===== src/rtl/mau_pkg.sv =====
// Shared types for the memory access sequencer: FSM states, access kinds, reset instruction.
package mau_pkg;

  typedef enum logic [1:0] {
    ST_IDLE  = 2'd0,
    ST_BUSY  = 2'd1,
    ST_DONE  = 2'd2,
    ST_FAULT = 2'd3
  } state_e;

  typedef enum logic [1:0] {
    KIND_FETCH = 2'd0,
    KIND_LOAD  = 2'd1,
    KIND_STORE = 2'd2
  } kind_e;

  localparam logic [31:0] NOP_INSTR = 32'h0000_0013;

  // Fetch beats store beats load; load is what remains when neither is asserted.
  function automatic kind_e pick_kind(input logic fetch, input logic store);
    if (fetch) return KIND_FETCH;
    if (store) return KIND_STORE;
    return KIND_LOAD;
  endfunction

endpackage


===== src/rtl/mem_access_unit_if.sv =====
// Shared instruction/data memory bus: registered request, one-cycle ack with read data.
interface mem_access_unit_if;
  logic        mem_req;
  logic        mem_we;
  logic [31:0] mem_addr;
  logic [31:0] mem_wdata;
  logic [31:0] mem_rdata;
  logic        mem_ack;

  modport master (
    output mem_req, mem_we, mem_addr, mem_wdata,
    input  mem_rdata, mem_ack
  );

  modport slave (
    input  mem_req, mem_we, mem_addr, mem_wdata,
    output mem_rdata, mem_ack
  );
endinterface


===== src/rtl/mau_timer.sv =====
// Bus timeout counter: counts enabled cycles since the last clear.
// expired_o marks the TIMEOUT-th consecutive enabled cycle.
module mau_timer #(
  parameter int unsigned TIMEOUT = 255
) (
  input  logic clk,
  input  logic reset,
  input  logic clr_i,
  input  logic en_i,
  output logic expired_o
);

  localparam int unsigned W = $clog2(TIMEOUT + 1);
  localparam logic [W-1:0] LAST = W'(TIMEOUT - 1);

  logic [W-1:0] count_q;

  always_ff @(posedge clk or negedge reset) begin
    if (!reset) begin
      count_q <= '0;
    end else if (clr_i) begin
      count_q <= '0;
    end else if (en_i && !expired_o) begin
      count_q <= count_q + 1'b1;
    end
  end

  assign expired_o = en_i && (count_q == LAST);

endmodule


===== src/rtl/mem_access_unit.sv =====
// Sequences fetch/load/store intents into req/ack bus transactions and latches results.
// stall is held while a request is outstanding; misaligned or timed-out accesses park in FAULT.
module mem_access_unit
  import mau_pkg::*;
#(
  parameter int unsigned TIMEOUT     = 255,
  parameter logic [31:0] RESET_INSTR = NOP_INSTR
) (
  input  logic               clk,
  input  logic               reset,
  input  logic               fetch_req,
  input  logic               load_req,
  input  logic               store_req,
  input  logic [31:0]        addr,
  input  logic [31:0]        pc_in,
  input  logic [31:0]        wdata,
  output logic               stall,
  output logic [31:0]        instr,
  output logic [31:0]        old_pc,
  output logic [31:0]        data,
  output logic               fault,
  mem_access_unit_if.master  mem
);

  state_e      state_q, state_d;
  kind_e       kind_q, kind_d;
  logic [31:0] pc_q, instr_q, old_pc_q, data_q, mem_addr_q, mem_wdata_q;
  logic        mem_req_q, mem_we_q, fault_q;
  logic        req, aligned, start, capture, timed_out, enter_fault;
  logic        tmr_clr, tmr_en, expired;

  assign req     = fetch_req | load_req | store_req;
  assign aligned = (addr[1:0] == 2'b00);
  assign kind_d  = pick_kind(fetch_req, store_req);

  mau_timer #(.TIMEOUT(TIMEOUT)) u_timer (
    .clk       (clk),
    .reset     (reset),
    .clr_i     (tmr_clr),
    .en_i      (tmr_en),
    .expired_o (expired)
  );

  always_ff @(posedge clk or negedge reset) begin
    if (!reset) begin
      state_q <= ST_IDLE;
    end else begin
      state_q <= state_d;
    end
  end

  always_comb begin
    state_d = state_q;
    unique case (state_q)
      ST_IDLE:  if (req) state_d = aligned ? ST_BUSY : ST_FAULT;
      ST_BUSY: begin
        // An ack in the expiry cycle still completes the access.
        if (mem.mem_ack)  state_d = ST_DONE;
        else if (expired) state_d = ST_FAULT;
      end
      ST_DONE:  state_d = ST_IDLE;
      ST_FAULT: state_d = ST_FAULT;
      default:  state_d = ST_IDLE;
    endcase
  end

  always_comb begin
    stall       = req && (state_q != ST_DONE);
    start       = (state_q == ST_IDLE) && req && aligned;
    capture     = (state_q == ST_BUSY) && mem.mem_ack;
    timed_out   = (state_q == ST_BUSY) && !mem.mem_ack && expired;
    enter_fault = (state_q != ST_FAULT) && (state_d == ST_FAULT);
    tmr_clr     = (state_q != ST_BUSY);
    tmr_en      = (state_q == ST_BUSY);
  end

  always_ff @(posedge clk or negedge reset) begin
    if (!reset) begin
      mem_req_q   <= 1'b0;
      mem_we_q    <= 1'b0;
      mem_addr_q  <= '0;
      mem_wdata_q <= '0;
      kind_q      <= KIND_FETCH;
      pc_q        <= '0;
      instr_q     <= RESET_INSTR;
      old_pc_q    <= '0;
      data_q      <= '0;
      fault_q     <= 1'b0;
    end else begin
      if (start) begin
        mem_req_q   <= 1'b1;
        mem_we_q    <= (kind_d == KIND_STORE);
        mem_addr_q  <= addr;
        mem_wdata_q <= wdata;
        kind_q      <= kind_d;
        pc_q        <= pc_in;
      end
      if (capture) begin
        if (kind_q == KIND_FETCH) begin
          instr_q  <= mem.mem_rdata;
          old_pc_q <= pc_q;
        end
        if (kind_q == KIND_LOAD) begin
          data_q <= mem.mem_rdata;
        end
      end
      if (capture || timed_out) begin
        mem_req_q <= 1'b0;
        mem_we_q  <= 1'b0;
      end
      if (enter_fault) begin
        fault_q <= 1'b1;
      end
    end
  end

  assign mem.mem_req   = mem_req_q;
  assign mem.mem_we    = mem_we_q;
  assign mem.mem_addr  = mem_addr_q;
  assign mem.mem_wdata = mem_wdata_q;
  assign instr         = instr_q;
  assign old_pc        = old_pc_q;
  assign data          = data_q;
  assign fault         = fault_q;

endmodule


===== src/flat_wrapper.sv =====
// flat-port wrapper written by rule: the top's interface ports become plain ports
module mem_access_unit_flat import mau_pkg::*;
#(
  parameter int unsigned TIMEOUT     = 255,
  parameter logic [31:0] RESET_INSTR = NOP_INSTR
)
  (clk, reset, fetch_req, load_req, store_req, addr, pc_in, wdata, stall, instr, old_pc, data, fault, mem_mem_req, mem_mem_we, mem_mem_addr, mem_mem_wdata, mem_mem_rdata, mem_mem_ack);
  mem_access_unit_if mem_i ();
  input  logic clk;
  input  logic reset;
  input  logic fetch_req;
  input  logic load_req;
  input  logic store_req;
  input  logic [31:0] addr;
  input  logic [31:0] pc_in;
  input  logic [31:0] wdata;
  output logic stall;
  output logic [31:0] instr;
  output logic [31:0] old_pc;
  output logic [31:0] data;
  output logic fault;
  output wire logic [$bits(mem_i.mem_req)-1:0] mem_mem_req;
  output wire logic [$bits(mem_i.mem_we)-1:0] mem_mem_we;
  output wire logic [$bits(mem_i.mem_addr)-1:0] mem_mem_addr;
  output wire logic [$bits(mem_i.mem_wdata)-1:0] mem_mem_wdata;
  input wire logic [$bits(mem_i.mem_rdata)-1:0] mem_mem_rdata;
  input wire logic [$bits(mem_i.mem_ack)-1:0] mem_mem_ack;
  assign mem_mem_req = mem_i.mem_req;
  assign mem_mem_we = mem_i.mem_we;
  assign mem_mem_addr = mem_i.mem_addr;
  assign mem_mem_wdata = mem_i.mem_wdata;
  assign mem_i.mem_rdata = mem_mem_rdata;
  assign mem_i.mem_ack = mem_mem_ack;
  mem_access_unit #(.TIMEOUT(TIMEOUT), .RESET_INSTR(RESET_INSTR)) u_core (.clk(clk), .reset(reset), .fetch_req(fetch_req), .load_req(load_req), .store_req(store_req), .addr(addr), .pc_in(pc_in), .wdata(wdata), .stall(stall), .instr(instr), .old_pc(old_pc), .data(data), .fault(fault), .mem(mem_i));
endmodule

===== config.mk =====
export PLATFORM = sky130hd
export DESIGN_NAME = mem_access_unit_flat
export DESIGN_NICKNAME = d
export VERILOG_FILES = /design/src/rtl/mau_pkg.sv /design/src/rtl/mem_access_unit_if.sv /design/src/rtl/mau_timer.sv /design/src/rtl/mem_access_unit.sv /design/src/flat_wrapper.sv
export SDC_FILE = /design/constraint.sdc
export NUM_CORES = 1
export LEC_CHECK = 0
export BUFFER_PORTS_ARGS = -buffer_cell sky130_fd_sc_hd__buf_4
export CAP_MARGIN = 20
export CORE_ASPECT_RATIO = 2
export CORE_UTILIZATION = 35
export CTS_CLUSTER_DIAMETER = 80
export DETAILED_ROUTE_END_ITERATION = 8
export SLEW_MARGIN = 15
export SYNTH_ARGS = -nofsm -noshare
export SYNTH_HDL_FRONTEND = slang
export SYNTH_HIERARCHICAL = 1
export SYNTH_SLANG_ARGS = --single-unit

===== constraint.sdc =====
create_clock -name clk -period 2 [get_ports clk]
set_input_delay 0.5 -clock clk [delete_from_list [all_inputs] [get_ports clk]]
set_output_delay 0.5 -clock clk [all_outputs]
set_load 0.01 [all_outputs]

==> results.json <==
{
  "crit_family": "simple AND/OR/NAND/NOR gates",
  "synthFlopType": "dfrtp_1",
  "endpoint": "u_core/mem.mem_wdata[2]$_DFFE_PN0P_",
  "avgSynthCellArea_um2": 16.45,
  "wl_met1_um": 6348,
  "die_w_um": 108.9,
  "yosysTopAreaCell": "dfrtp_1",
  "dieArea_mm2": 0.02349,
  "path_cells": "or4_4 -> nor2_4 -> buf_12 -> mux2_2",
  "cts_buffers": 20,
  "overflow": 0,
  "cts_setup_buffers": 0,
  "drt-pass1-iter-count": 4,
  "power_frac_seq_pct": 40.7,
  "drc": 0,
  "clock_skew_ps": 12.24,
  "p_leak_nw": 5.430,
  "maxCapViolCount": 0,
  "synth_cells": 486,
  "ant_nets": 0,
  "portBuffers": 297,
  "grt_max_degree": 56,
  "fmax_mhz": 510.5,
  "rows": 77,
  "synth-async-reset-ratio_pct": 100.0,
  "rr_startpoint": "u_core/state_q[0]$_DFF_PN0_",
  "finalCritPeriodShare_pct": 97.94,
  "hp-class": "in2reg",
  "routedWlPerCell_um": 18.68,
  "htreeDepth": 1,
  "power_density_mw_per_mm2": 1561,
  "grt_pass1_vias": 5861,
  "clk_latency_ps": 490,
  "critPathBufInv": 1,
  "layout_common_cells": "buf_4, dfrtp_1, mux2_2",
  "syn_nets": 622,
  "via_per_inst": 4.829,
  "end_kind": "register",
  "max_slew_margin_pct": 68.32,
  "synth.top_cell.area_share_pct": 63.84,
  "cts_sinks": 207,
  "dr_total_vias": 5268,
  "grt_util_all_layers_pct": 17.31,
  "ys_warn_count": 6,
  "initialDrtViolationCount": 163,
  "critPathLaunchType": "register",
  "seq_area_frac_synth_pct": 64.83,
  "instances_no_fill": 1091,
  "top_level_ports": 298,
  "pwr-share-clk_pct": 22.4,
  "arrival_ps": 2330,
  "initial_core_util_pct": 35.93,
  "timing.final.max_slew_violations": 0,
  "final_hold_viol_count": 0,
  "syn_area_mm2": 0.007996,
  "p_sw_w": 0.005244,
  "path_max_fanout": 55,
  "path_class": "reg2reg",
  "layout_min_cycle_time_ps": 1959,
  "cp.depth": 4,
  "required_ps": 2370,
  "clockBufferDepth": 3,
  "nNetsFinal": 937,
  "dp_cells": 1054,
  "slowest_stage": "or4_4",
  "internal_power_w": 0.01243,
  "wl_met2_um": 11860,
  "core_mm2": 0.02226,
  "drive_gt1_share_pct": 61.67,
  "synthToLayoutAreaGrowth_pct": 41.59,
  "reg2regPathDepth": 4,
  "die_h_um": 215.8,
  "final_common_cell": "buf_4",
  "cts_resized": 0,
  "finalSetupViolCount": 0,
  "max_stage_delay_ps": 570,
  "r2r_slack_ps": 40,
  "synth_edf_count": 0,
  "holdWs_ps": 204.3,
  "rsz0062_at_grt": "true",
  "routed_wl_um": 20380,
  "synth_cell_types": 44,
  "grt_pass1_wl_um": 30840,
  "hpwl_um": 15500,
  "switching_share_pct": 29.66,
  "worstMarginPinSlew_ps": 475.1,
  "ys_seq_elements": 207,
  "startpoint": "u_core/state_q[0]$_DFF_PN0_",
  "cts_tree": "built",
  "rr_endpoint": "u_core/mem.mem_wdata[2]$_DFFE_PN0P_",
  "place.gp.congestion": 0.7874,
  "p_comb_share_pct": 36.9,
  "ctsRootBufferMaster": "clkbuf_16",
  "antenna_found_initial": 1,
  "clk_pin_slew_ps": 60,
  "ir_worst_vdd_mv": 0.8026,
  "netlist_top_cells_area": "dfrtp_1, mux2_2, mux2_1",
  "outcome": "finished, final reports clean",
  "wl_met3_um": 1030,
  "highest_layer": "met4"
}
[power by group through the flow]
stage,combinational [W],clock [W],sequential [W]
after floorplan,0.00243,0,0.00782
after global placement,0.00647,0,0.00715
after detailed placement,0.00666,0,0.00729
after CTS,0.00666,0.00412,0.00723
after global routing,0.00695,0.00426,0.00744
final,0.00652,0.00396,0.00720
[timing repair]
item,CTS,global route
setup endpoints to repair,0,45
hold buffers,1,0
hold endpoints to repair,42,0
[stage by stage]
step	util (%)	power, W	instance area, µm²	setup TNS (ps)	setup WS, ps
2_1_floorplan	-	0.01025	7996	0	125.3
3_3_place_gp	47.65	0.01362	10600	-3696	-59.13
3_5_place_dp	47.65	0.01395	10600	-6282	-98.31
4_1_cts	50.86	0.01800	11320	0	37.00
5_1_grt	50.87	0.01865	11320	-287.3	-20.12
6_report	50.87	0.01768	11320	0	41.29
[final cells by class]
type                    count  area (µm²)
inverters                   5       18.77
multi-input cells         250        2577
repair buffers            317        2489
diodes                      1       2.502
well taps                 276       345.3
clock buffers              32       636.9
fillers                  1945       10930
clock inverters             3       68.82
flip-flops and latches    207        5184
[state kept, by name, summed over array words and instances, names as in the netlist, 2 cells and up]
signal	cells
u_core/mem.mem_wdata	32
u_core/pc_q	32
u_core/instr	32
u_core/state_q	2
u_core/mem.mem_addr	32
u_core/old_pc	32
u_core/data	32
u_core/u_timer/count_q	8
u_core/kind_q	2
[metal layers]
metal  global-route usage (%)  vias up
met3                    2.537       58
met1                    16.51     2653
met5                        0        -
met2                    33.04      199
li1                         -     2358
met4                    10.86        0
[cell usage after synthesis (2+ instances only)]
master	n
o21ai_0	4
a21oi_1	6
mux2_4	2
dfstp_2	3
buf_4	4
dfrtp_1	204
buf_6	14
mux2_2	141
and2_1	2
a311oi_1	2
a21boi_0	2
a31o_2	2
inv_1	5
mux2_1	49
buf_2	5
nor2_1	5
nor3_1	5
nand3_1	2
ha_1	2
and3_1	3
[cells by family (layout without fill, tap and decap cells)]
family	count (synthesis)	after routing	share of synthesized area, %
other	0	1	0
adders and majority gates	2	2	0.3129
and+or+nand+nor	32	32	2.582
DFF	207	207	64.83
AOI/OAI and AO/OA	24	24	2.128
muxes	192	192	27.13
buffers and inverters	29	357	3.020
[how the worst min path moves through the flow]
stage / slack [ps] / startpoint / cells after the start / endpoint
after floorplan: 200 / reset / 0 / u_core/data[0]$_DFFE_PN0P_
after global placement: 470 / u_core/fault$_DFFE_PN0P_ / 2 / u_core/fault$_DFFE_PN0P_
after detailed placement: 480 / u_core/mem.mem_addr[6]$_DFFE_PN0P_ / 1 / u_core/mem.mem_addr[6]$_DFFE_PN0P_
after CTS: 180 / store_req / 2 / u_core/kind_q[0]$_DFFE_PN0P_
after global routing: 200 / fetch_req / 2 / u_core/kind_q[0]$_DFFE_PN0P_
final: 200 / store_req / 2 / u_core/kind_q[0]$_DFFE_PN0P_
No activity file was read; power rests on OpenSTA's default activity.
